==> config.mk <==
export PLATFORM = sky130hd
export DESIGN_NAME = vending_controller_flat
export DESIGN_NICKNAME = d
export VERILOG_FILES = /design/src/rtl/vending_controller_pkg.sv /design/src/rtl/vending_controller_if.sv /design/src/rtl/vending_controller_change_dispenser.sv /design/src/rtl/vending_controller.sv /design/src/flat_wrapper.sv
export SDC_FILE = /design/constraint.sdc
export NUM_CORES = 1
export LEC_CHECK = 0
export CORE_ASPECT_RATIO = 0.6
export CORE_MARGIN = 2
export CORE_UTILIZATION = 50
export DETAILED_ROUTE_END_ITERATION = 6
export GPL_ROUTABILITY_DRIVEN = 0
export PLACE_DENSITY = 0.75
export SLEW_MARGIN = 20
export SYNTH_ARGS = -nofsm -noshare
export SYNTH_HDL_FRONTEND = slang
export SYNTH_SLANG_ARGS = --single-unit
==> constraint.sdc <==
create_clock -name clk -period 10.3 [get_ports clk]
set_input_delay 2.06 -clock clk [delete_from_list [all_inputs] [get_ports clk]]
set_output_delay 2.06 -clock clk [all_outputs]
set_load 0.01 [all_outputs]
==> src/rtl/vending_controller_pkg.sv <==
// Shared definitions for the vending controller: coin values, default prices,
// credit width and ceiling, FSM state encoding and the front-panel input bundle.
// Ports: none (package).
package vending_controller_pkg;

  localparam int CREDIT_W       = 10;
  localparam int DEF_MAX_CREDIT = 1000;

  localparam int COIN_QUARTER = 25;
  localparam int COIN_DIME    = 10;
  localparam int COIN_NICKEL  = 5;

  localparam int DEF_PRICE1 = 125;
  localparam int DEF_PRICE2 = 220;
  localparam int DEF_PRICE3 = 175;
  localparam int DEF_PRICE4 = 310;

  typedef logic [CREDIT_W-1:0] credit_t;
  // One extra bit so that credit + coins can be compared against the ceiling.
  typedef logic [CREDIT_W:0]   sum_t;

  typedef enum logic [1:0] {IDLE, VEND, CHANGE, GAP} state_t;

  // Front-panel inputs; bev[0] is beverage 1.
  typedef struct packed {
    logic       reset_count;
    logic       cancel;
    logic [3:0] bev;
    logic       nickel;
    logic       dime;
    logic       quarter;
  } panel_t;

endpackage

==> src/rtl/vending_controller_if.sv <==
// Front-panel / actuator bundle of the vending controller.
// master: the panel side (drives coins, buttons; receives dispense/return pulses).
// slave:  the controller side.
interface vending_controller_if;
  logic inQuarter, inDime, inNickel;
  logic inbev1, inbev2, inbev3, inbev4;
  logic cancel, resetCount;
  logic outbev1, outbev2, outbev3, outbev4;
  logic outquarter, outdime, outnickel;

  modport master (
    output inQuarter, inDime, inNickel, inbev1, inbev2, inbev3, inbev4,
           cancel, resetCount,
    input  outbev1, outbev2, outbev3, outbev4, outquarter, outdime, outnickel
  );

  modport slave (
    input  inQuarter, inDime, inNickel, inbev1, inbev2, inbev3, inbev4,
           cancel, resetCount,
    output outbev1, outbev2, outbev3, outbev4, outquarter, outdime, outnickel
  );
endinterface

==> src/rtl/vending_controller_change_dispenser.sv <==
// Greedy coin-return selector: picks the largest coin not exceeding credit.
// Latency: combinational; the top registers the pulse and the reduced credit.
// Ports: credit in; give_quarter/give_dime/give_nickel and credit_after out.
module change_dispenser
  import vending_controller_pkg::*;
(
  input  credit_t credit,
  output logic    give_quarter,
  output logic    give_dime,
  output logic    give_nickel,
  output credit_t credit_after
);

  always_comb begin
    give_quarter = 1'b0;
    give_dime    = 1'b0;
    give_nickel  = 1'b0;
    credit_after = credit;
    if (credit >= credit_t'(COIN_QUARTER)) begin
      give_quarter = 1'b1;
      credit_after = credit - credit_t'(COIN_QUARTER);
    end else if (credit >= credit_t'(COIN_DIME)) begin
      give_dime    = 1'b1;
      credit_after = credit - credit_t'(COIN_DIME);
    end else if (credit >= credit_t'(COIN_NICKEL)) begin
      give_nickel  = 1'b1;
      credit_after = credit - credit_t'(COIN_NICKEL);
    end
  end

endmodule

==> src/rtl/vending_controller.sv <==
// Vending controller: edge-detects panel inputs, accumulates credit, vends and returns change.
// Latency: dispense pulse one cycle after the selecting edge; change coins every second cycle.
// Ports: clk, rst (sync, active-high), bus (panel inputs in, registered actuator pulses out).
module vending_controller
  import vending_controller_pkg::*;
#(
  parameter int PRICE1     = DEF_PRICE1,
  parameter int PRICE2     = DEF_PRICE2,
  parameter int PRICE3     = DEF_PRICE3,
  parameter int PRICE4     = DEF_PRICE4,
  parameter int MAX_CREDIT = DEF_MAX_CREDIT
)
(
  input logic                 clk,
  input logic                 rst,
  vending_controller_if.slave bus
);

  state_t  state, state_nxt;
  credit_t credit, credit_nxt, credit_in;
  panel_t  in_now, in_prev, in_edge;
  sum_t    coin_sum;

  logic [3:0] bev_q, bev_nxt;
  logic       quarter_q, dime_q, nickel_q;
  logic       quarter_nxt, dime_nxt, nickel_nxt;

  logic [3:0] sel_bev;
  credit_t    sel_price;

  logic    give_quarter, give_dime, give_nickel;
  credit_t credit_after;

  assign in_now = '{reset_count: bus.resetCount,
                    cancel:      bus.cancel,
                    bev:         {bus.inbev4, bus.inbev3, bus.inbev2, bus.inbev1},
                    nickel:      bus.inNickel,
                    dime:        bus.inDime,
                    quarter:     bus.inQuarter};

  assign in_edge = in_now & ~in_prev;

  // Coins arriving together are summed; the whole batch is refused if it would
  // push credit over the ceiling.
  assign coin_sum = sum_t'(credit)
                  + (in_edge.quarter ? sum_t'(COIN_QUARTER) : sum_t'(0))
                  + (in_edge.dime    ? sum_t'(COIN_DIME)    : sum_t'(0))
                  + (in_edge.nickel  ? sum_t'(COIN_NICKEL)  : sum_t'(0));
  assign credit_in = (coin_sum <= sum_t'(MAX_CREDIT)) ? credit_t'(coin_sum) : credit;

  // Lowest-numbered button wins when several are pressed together.
  always_comb begin
    sel_bev   = 4'b0000;
    sel_price = '0;
    if (in_edge.bev[0]) begin
      sel_bev = 4'b0001; sel_price = credit_t'(PRICE1);
    end else if (in_edge.bev[1]) begin
      sel_bev = 4'b0010; sel_price = credit_t'(PRICE2);
    end else if (in_edge.bev[2]) begin
      sel_bev = 4'b0100; sel_price = credit_t'(PRICE3);
    end else if (in_edge.bev[3]) begin
      sel_bev = 4'b1000; sel_price = credit_t'(PRICE4);
    end
  end

  change_dispenser u_change (
    .credit       (credit),
    .give_quarter (give_quarter),
    .give_dime    (give_dime),
    .give_nickel  (give_nickel),
    .credit_after (credit_after)
  );

  always_comb begin
    state_nxt   = state;
    credit_nxt  = credit;
    bev_nxt     = 4'b0000;
    quarter_nxt = 1'b0;
    dime_nxt    = 1'b0;
    nickel_nxt  = 1'b0;
    case (state)
      IDLE: begin
        credit_nxt = credit_in;
        if (in_edge.cancel) begin
          state_nxt = CHANGE;
        end else if (sel_bev != 4'b0000) begin
          // An unaffordable selection is silently ignored.
          if (credit_in >= sel_price) begin
            credit_nxt = credit_in - sel_price;
            bev_nxt    = sel_bev;
            state_nxt  = VEND;
          end
        end else if (in_edge.reset_count) begin
          credit_nxt = '0;
        end
      end
      VEND: state_nxt = CHANGE;
      CHANGE: begin
        if (give_quarter || give_dime || give_nickel) begin
          credit_nxt  = credit_after;
          quarter_nxt = give_quarter;
          dime_nxt    = give_dime;
          nickel_nxt  = give_nickel;
          state_nxt   = GAP;
        end else begin
          state_nxt = IDLE;
        end
      end
      GAP:     state_nxt = CHANGE;
      default: state_nxt = IDLE;
    endcase
  end

  // Input history keeps tracking outside IDLE so edges there are discarded, not deferred.
  always_ff @(posedge clk) begin
    if (rst) begin
      state     <= IDLE;
      credit    <= '0;
      in_prev   <= '0;
      bev_q     <= 4'b0000;
      quarter_q <= 1'b0;
      dime_q    <= 1'b0;
      nickel_q  <= 1'b0;
    end else begin
      state     <= state_nxt;
      credit    <= credit_nxt;
      in_prev   <= in_now;
      bev_q     <= bev_nxt;
      quarter_q <= quarter_nxt;
      dime_q    <= dime_nxt;
      nickel_q  <= nickel_nxt;
    end
  end

  assign bus.outbev1    = bev_q[0];
  assign bus.outbev2    = bev_q[1];
  assign bus.outbev3    = bev_q[2];
  assign bus.outbev4    = bev_q[3];
  assign bus.outquarter = quarter_q;
  assign bus.outdime    = dime_q;
  assign bus.outnickel  = nickel_q;

endmodule

==> src/flat_wrapper.sv <==
// flat-port wrapper written by rule: the top's interface ports become plain ports
module vending_controller_flat import vending_controller_pkg::*;
#(
  parameter int PRICE1     = DEF_PRICE1,
  parameter int PRICE2     = DEF_PRICE2,
  parameter int PRICE3     = DEF_PRICE3,
  parameter int PRICE4     = DEF_PRICE4,
  parameter int MAX_CREDIT = DEF_MAX_CREDIT
)
  (clk, rst, bus_inQuarter, bus_inDime, bus_inNickel, bus_inbev1, bus_inbev2, bus_inbev3, bus_inbev4, bus_cancel, bus_resetCount, bus_outbev1, bus_outbev2, bus_outbev3, bus_outbev4, bus_outquarter, bus_outdime, bus_outnickel);
  vending_controller_if bus_i ();
  input logic clk;
  input logic rst;
  input wire logic [$bits(bus_i.inQuarter)-1:0] bus_inQuarter;
  input wire logic [$bits(bus_i.inDime)-1:0] bus_inDime;
  input wire logic [$bits(bus_i.inNickel)-1:0] bus_inNickel;
  input wire logic [$bits(bus_i.inbev1)-1:0] bus_inbev1;
  input wire logic [$bits(bus_i.inbev2)-1:0] bus_inbev2;
  input wire logic [$bits(bus_i.inbev3)-1:0] bus_inbev3;
  input wire logic [$bits(bus_i.inbev4)-1:0] bus_inbev4;
  input wire logic [$bits(bus_i.cancel)-1:0] bus_cancel;
  input wire logic [$bits(bus_i.resetCount)-1:0] bus_resetCount;
  output wire logic [$bits(bus_i.outbev1)-1:0] bus_outbev1;
  output wire logic [$bits(bus_i.outbev2)-1:0] bus_outbev2;
  output wire logic [$bits(bus_i.outbev3)-1:0] bus_outbev3;
  output wire logic [$bits(bus_i.outbev4)-1:0] bus_outbev4;
  output wire logic [$bits(bus_i.outquarter)-1:0] bus_outquarter;
  output wire logic [$bits(bus_i.outdime)-1:0] bus_outdime;
  output wire logic [$bits(bus_i.outnickel)-1:0] bus_outnickel;
  assign bus_i.inQuarter = bus_inQuarter;
  assign bus_i.inDime = bus_inDime;
  assign bus_i.inNickel = bus_inNickel;
  assign bus_i.inbev1 = bus_inbev1;
  assign bus_i.inbev2 = bus_inbev2;
  assign bus_i.inbev3 = bus_inbev3;
  assign bus_i.inbev4 = bus_inbev4;
  assign bus_i.cancel = bus_cancel;
  assign bus_i.resetCount = bus_resetCount;
  assign bus_outbev1 = bus_i.outbev1;
  assign bus_outbev2 = bus_i.outbev2;
  assign bus_outbev3 = bus_i.outbev3;
  assign bus_outbev4 = bus_i.outbev4;
  assign bus_outquarter = bus_i.outquarter;
  assign bus_outdime = bus_i.outdime;
  assign bus_outnickel = bus_i.outnickel;
  vending_controller #(.PRICE1(PRICE1), .PRICE2(PRICE2), .PRICE3(PRICE3), .PRICE4(PRICE4), .MAX_CREDIT(MAX_CREDIT)) u_core (.clk(clk), .rst(rst), .bus(bus_i));
endmodule
==> summary.txt <==
Floorplan
  – Die ar.: 6380 µm²
  – Initial Utilization: 51.7%
  – Io pins: 18
  – Die width: 102 µm
  – Placeable core area: 5540 µm²
  – Die height: 62.7 µm
  – Cell row count: 21

Critical path
  – Crit path largest cell delay: 0.48 ns
  – Worst r2r src: u_core.credit[3]
  – Crit Path Category: input pin to register
  – WP data required: 10.51 ns
  – Reg2reg end: u_core.credit[7]
  – Internal reg-to-reg setup slack: 3.98 ns
  – Reg2reg path depth: 20
  – CP max stage cell: a2111oi_0
  – Nature of the critical path endpoint: register
  – Arr. time, crit path: 8.03 ns
  – Startpoint Class: input pin
  – Max FO, Critical Path: 12
  – Setup crit start: bus_inQuarter
  – Most frequent CP cell: ha_1

GRT
  – GR Overflow Total: 0
  – First-pass GRT wire length: 12.3 mm
  – Total track usage: 24.6%
  – Initial antenna violation count: 0
  – Vias in the first global route: 2354
  – Largest net degree at the start of global routing: 25

Clocking
  – H-tree depth: 1
  – Post_cts resized: 0
  – CTS Sinks: 28
  – Setup Fix Bufs, Post-CTS: 0
  – Clk slew on worst S/H paths: 0.11 ns
  – Root buffer cell: clkbuf_8
  – CTS Buffer Depth: 2
  – CTS tree: done
  – Clock Latency Late Sink: 0.29 ns
  – CTS Buf Count: 3
  – CTS Hold Bufs: 0

Cells and area
  – Final core utilization: 56.7%
  – Area grow syn2layout: 9.69%
  – Finished Cell Area: 3150 µm²
  – Layout cells sized above 1: 7.28%
  – Fillcell total: 510
  – Multi-input gate area: 2140 µm²
  – ANT cells: 0
  – Final #Nets: 410
  – FF+latch area: 561 µm²

Synth
  – Synth Register Bits: 28
  – FFs w/ async S/R, synth: 0%
  – Avg Inst Size Synth: 7.84 µm²
  – Synth area leaders: dfxtp_1 20%, ha_1 10%, a21oi_1 5.2%, nor2b_1 4.4%, o21ai_0 3.5%
  – Synthesis Warnings: 0
  – Number of synthesized flops with an enable pin: 0
  – Top cell type's share of synthesized area: 19.5%
  – Register area share after synthesis: 19.5%
  – Cells after synthesis: 366
  – Synth area leader: dfxtp_1
  – Predominant post-synthesis flop cell: dfxtp_1
  – Mapped Nets: 404
  – Synth cell count leaders: 30 x a21oi_1, 28 x dfxtp_1, 26 x nor2_1
  – Most frequent cell after synthesis: a21oi_1
  – Synth cell types: 68
  – Synthesized area: 2870 µm²

Hold path
  – Hold Path End: u_core.bev_q[1]
  – Hold path startpoint: u_core.in_prev[4]
  – Min-Delay Path Depth: 2
  – Worst hold path type: register to register

Placement
  – Buffers on Ports: 17
  – Post-DP HPWL: 5.99 mm
  – Post-place setup slack: 2.12 ns
  – DP Area: 3070 µm²

Timing
  – Slew @ Worst Pin: 0.771 ns
  – Fmax achieved: 128 MHz
  – Setup ws final: 2.48 ns
  – Hold_ws: 0.617 ns
  – Fin crit period: 7.82 ns
  – Hold Violations, Final: 0
  – Setup Skew: 0.00842 ns
  – Count of pins over their slew limit: 0
  – Rel. slew slack: 48.5%
  – Final TNS setup: 0 ns
  – RSZ-0062 raised after global routing: no
  – Period utilization: 75.9%
  – Final setup fails: 0

Power and ir drop
  – Lkg Pwr: 1.25 nW
  – Worst VDD drop: 0.123 mV
  – PD cells: 294 nW/µm²

Detailed routing
  – Iter 0 DRT Violations: 216
  – Routed WL: 7.74 mm
  – Initial DRT Pass Iterations: 5
  – Met3 WL post-DR: 892 µm
  – Metal-1 WL: 3.86 mm
  – Remaining DRCs: 0
  – Top sig layer: met4
  – Via count: 2797
  – Met2 routed WL: 2.93 mm
  – Post-DR wirelength/cell: 17.2 µm
  – Final ANT Viol Nets: 0
  – Via/cell ratio: 6.20

Job
  – Max Cap Violations: 0

Outcome
  – Status: finished, final reports clean
[worst max path at each step]
stage | cells past startpoint | to | slack, ns
floorplan | 22 | u_core.credit[7] | 3.58
global placement | 25 | u_core.credit[7] | 2.39
detailed placement | 25 | u_core.credit[7] | 2.12
CTS | 25 | u_core.credit[7] | 2.33
global route | 25 | u_core.credit[7] | 2.03
finish | 25 | u_core.credit[7] | 2.48
[routing by layer]
metal | GRT usage [%] | vias up
met2 | 30.5 | 146
met3 | 7.61 | 8
li1 | - | 1355
met4 | 3.55 | 0
met1 | 40.5 | 1288
met5 | 0 | -
[placed cells by master (no fill, tap or decap), types with 3 or more instances in the layout]
| master | Yosys | final |
|---|---|---|
| a21oi_1 | 30 | 30 |
| dfxtp_1 | 28 | 28 |
| nor2_1 | 26 | 26 |
| nand2_1 | 25 | 25 |
| ha_1 | 24 | 24 |
| inv_1 | 23 | 23 |
| nor2b_1 | 20 | 20 |
| o21ai_0 | 20 | 20 |
| clkdlybuf4s50_1 | 0 | 17 |
| nor3_1 | 14 | 13 |
| nand2b_1 | 9 | 9 |
| a21o_1 | 9 | 9 |
| xnor2_1 | 8 | 8 |
| mux2i_1 | 6 | 6 |
| mux2_2 | 6 | 6 |
| a31oi_1 | 6 | 6 |
| o211ai_1 | 5 | 5 |
| xor2_1 | 5 | 5 |
| nand3_1 | 4 | 4 |
| o22ai_1 | 4 | 4 |
| and2_1 | 4 | 4 |
| a311oi_1 | 4 | 4 |
| nor3b_1 | 3 | 3 |
| a221oi_1 | 3 | 3 |
| o21a_1 | 3 | 3 |
| o2111ai_1 | 3 | 3 |
| o31ai_1 | 3 | 3 |
| a22oi_1 | 3 | 3 |
| o22a_1 | 3 | 3 |
| fa_1 | 3 | 3 |
| clkbuf_8 | 0 | 3 |
[final cells by class]
class	count	area share [%]
Clock buffer	3	1.31
Sequential cell	28	17.8
Tap cell	80	3.18
Timing Repair Buffer	18	5.65
Clock inverter	1	0.955
Inverter	25	2.98
Multi-Input combinational cell	296	68.1
[state kept, by name, indices dropped and copies added (netlist names)]
register	count
u_core.in_prev	9
u_core.bus.outdime	1
u_core.bev_q	4
u_core.state	2
u_core.credit	10
u_core.bus.outquarter	1
u_core.bus.outnickel	1
[critical path: cells and delay by family]
| kind | cells | cell delay [ns] |
|---|---|---|
| buf+inv | 3 | 0.64 |
| fa+ha+maj | 5 | 1.42 |
| xor+xnor | 2 | 0.45 |
| simple gates | 4 | 0.82 |
| compound gates | 10 | 2.44 |
| mux | 1 | 0.15 |
[power breakdown]
group / switching, mW / leakage [nW] / internal [mW]
logic: 0.382 / 0.979 / 0.267
registers: 0.0548 / 0.231 / 0.130
clock network: 0.0389 / 0.0357 / 0.0521
total: 0.476 / 1.25 / 0.449
[per-stage QoR]
stage,power [mW],instances
CTS,0.903,451
finish,0.925,451
floorplan,0.672,366
detailed placement,0.809,447
global route,0.993,451
global placement,0.799,447
[cells by family after synthesis]
logic type / synth area share [%]
mux: 4.45
flops: 19.5
xor+xnor: 3.97
compound gates: 30.6
simple gates: 22.9
buf+inv: 5.93
fa+ha+maj: 12.6
Power figures use the tool's default switching activity.
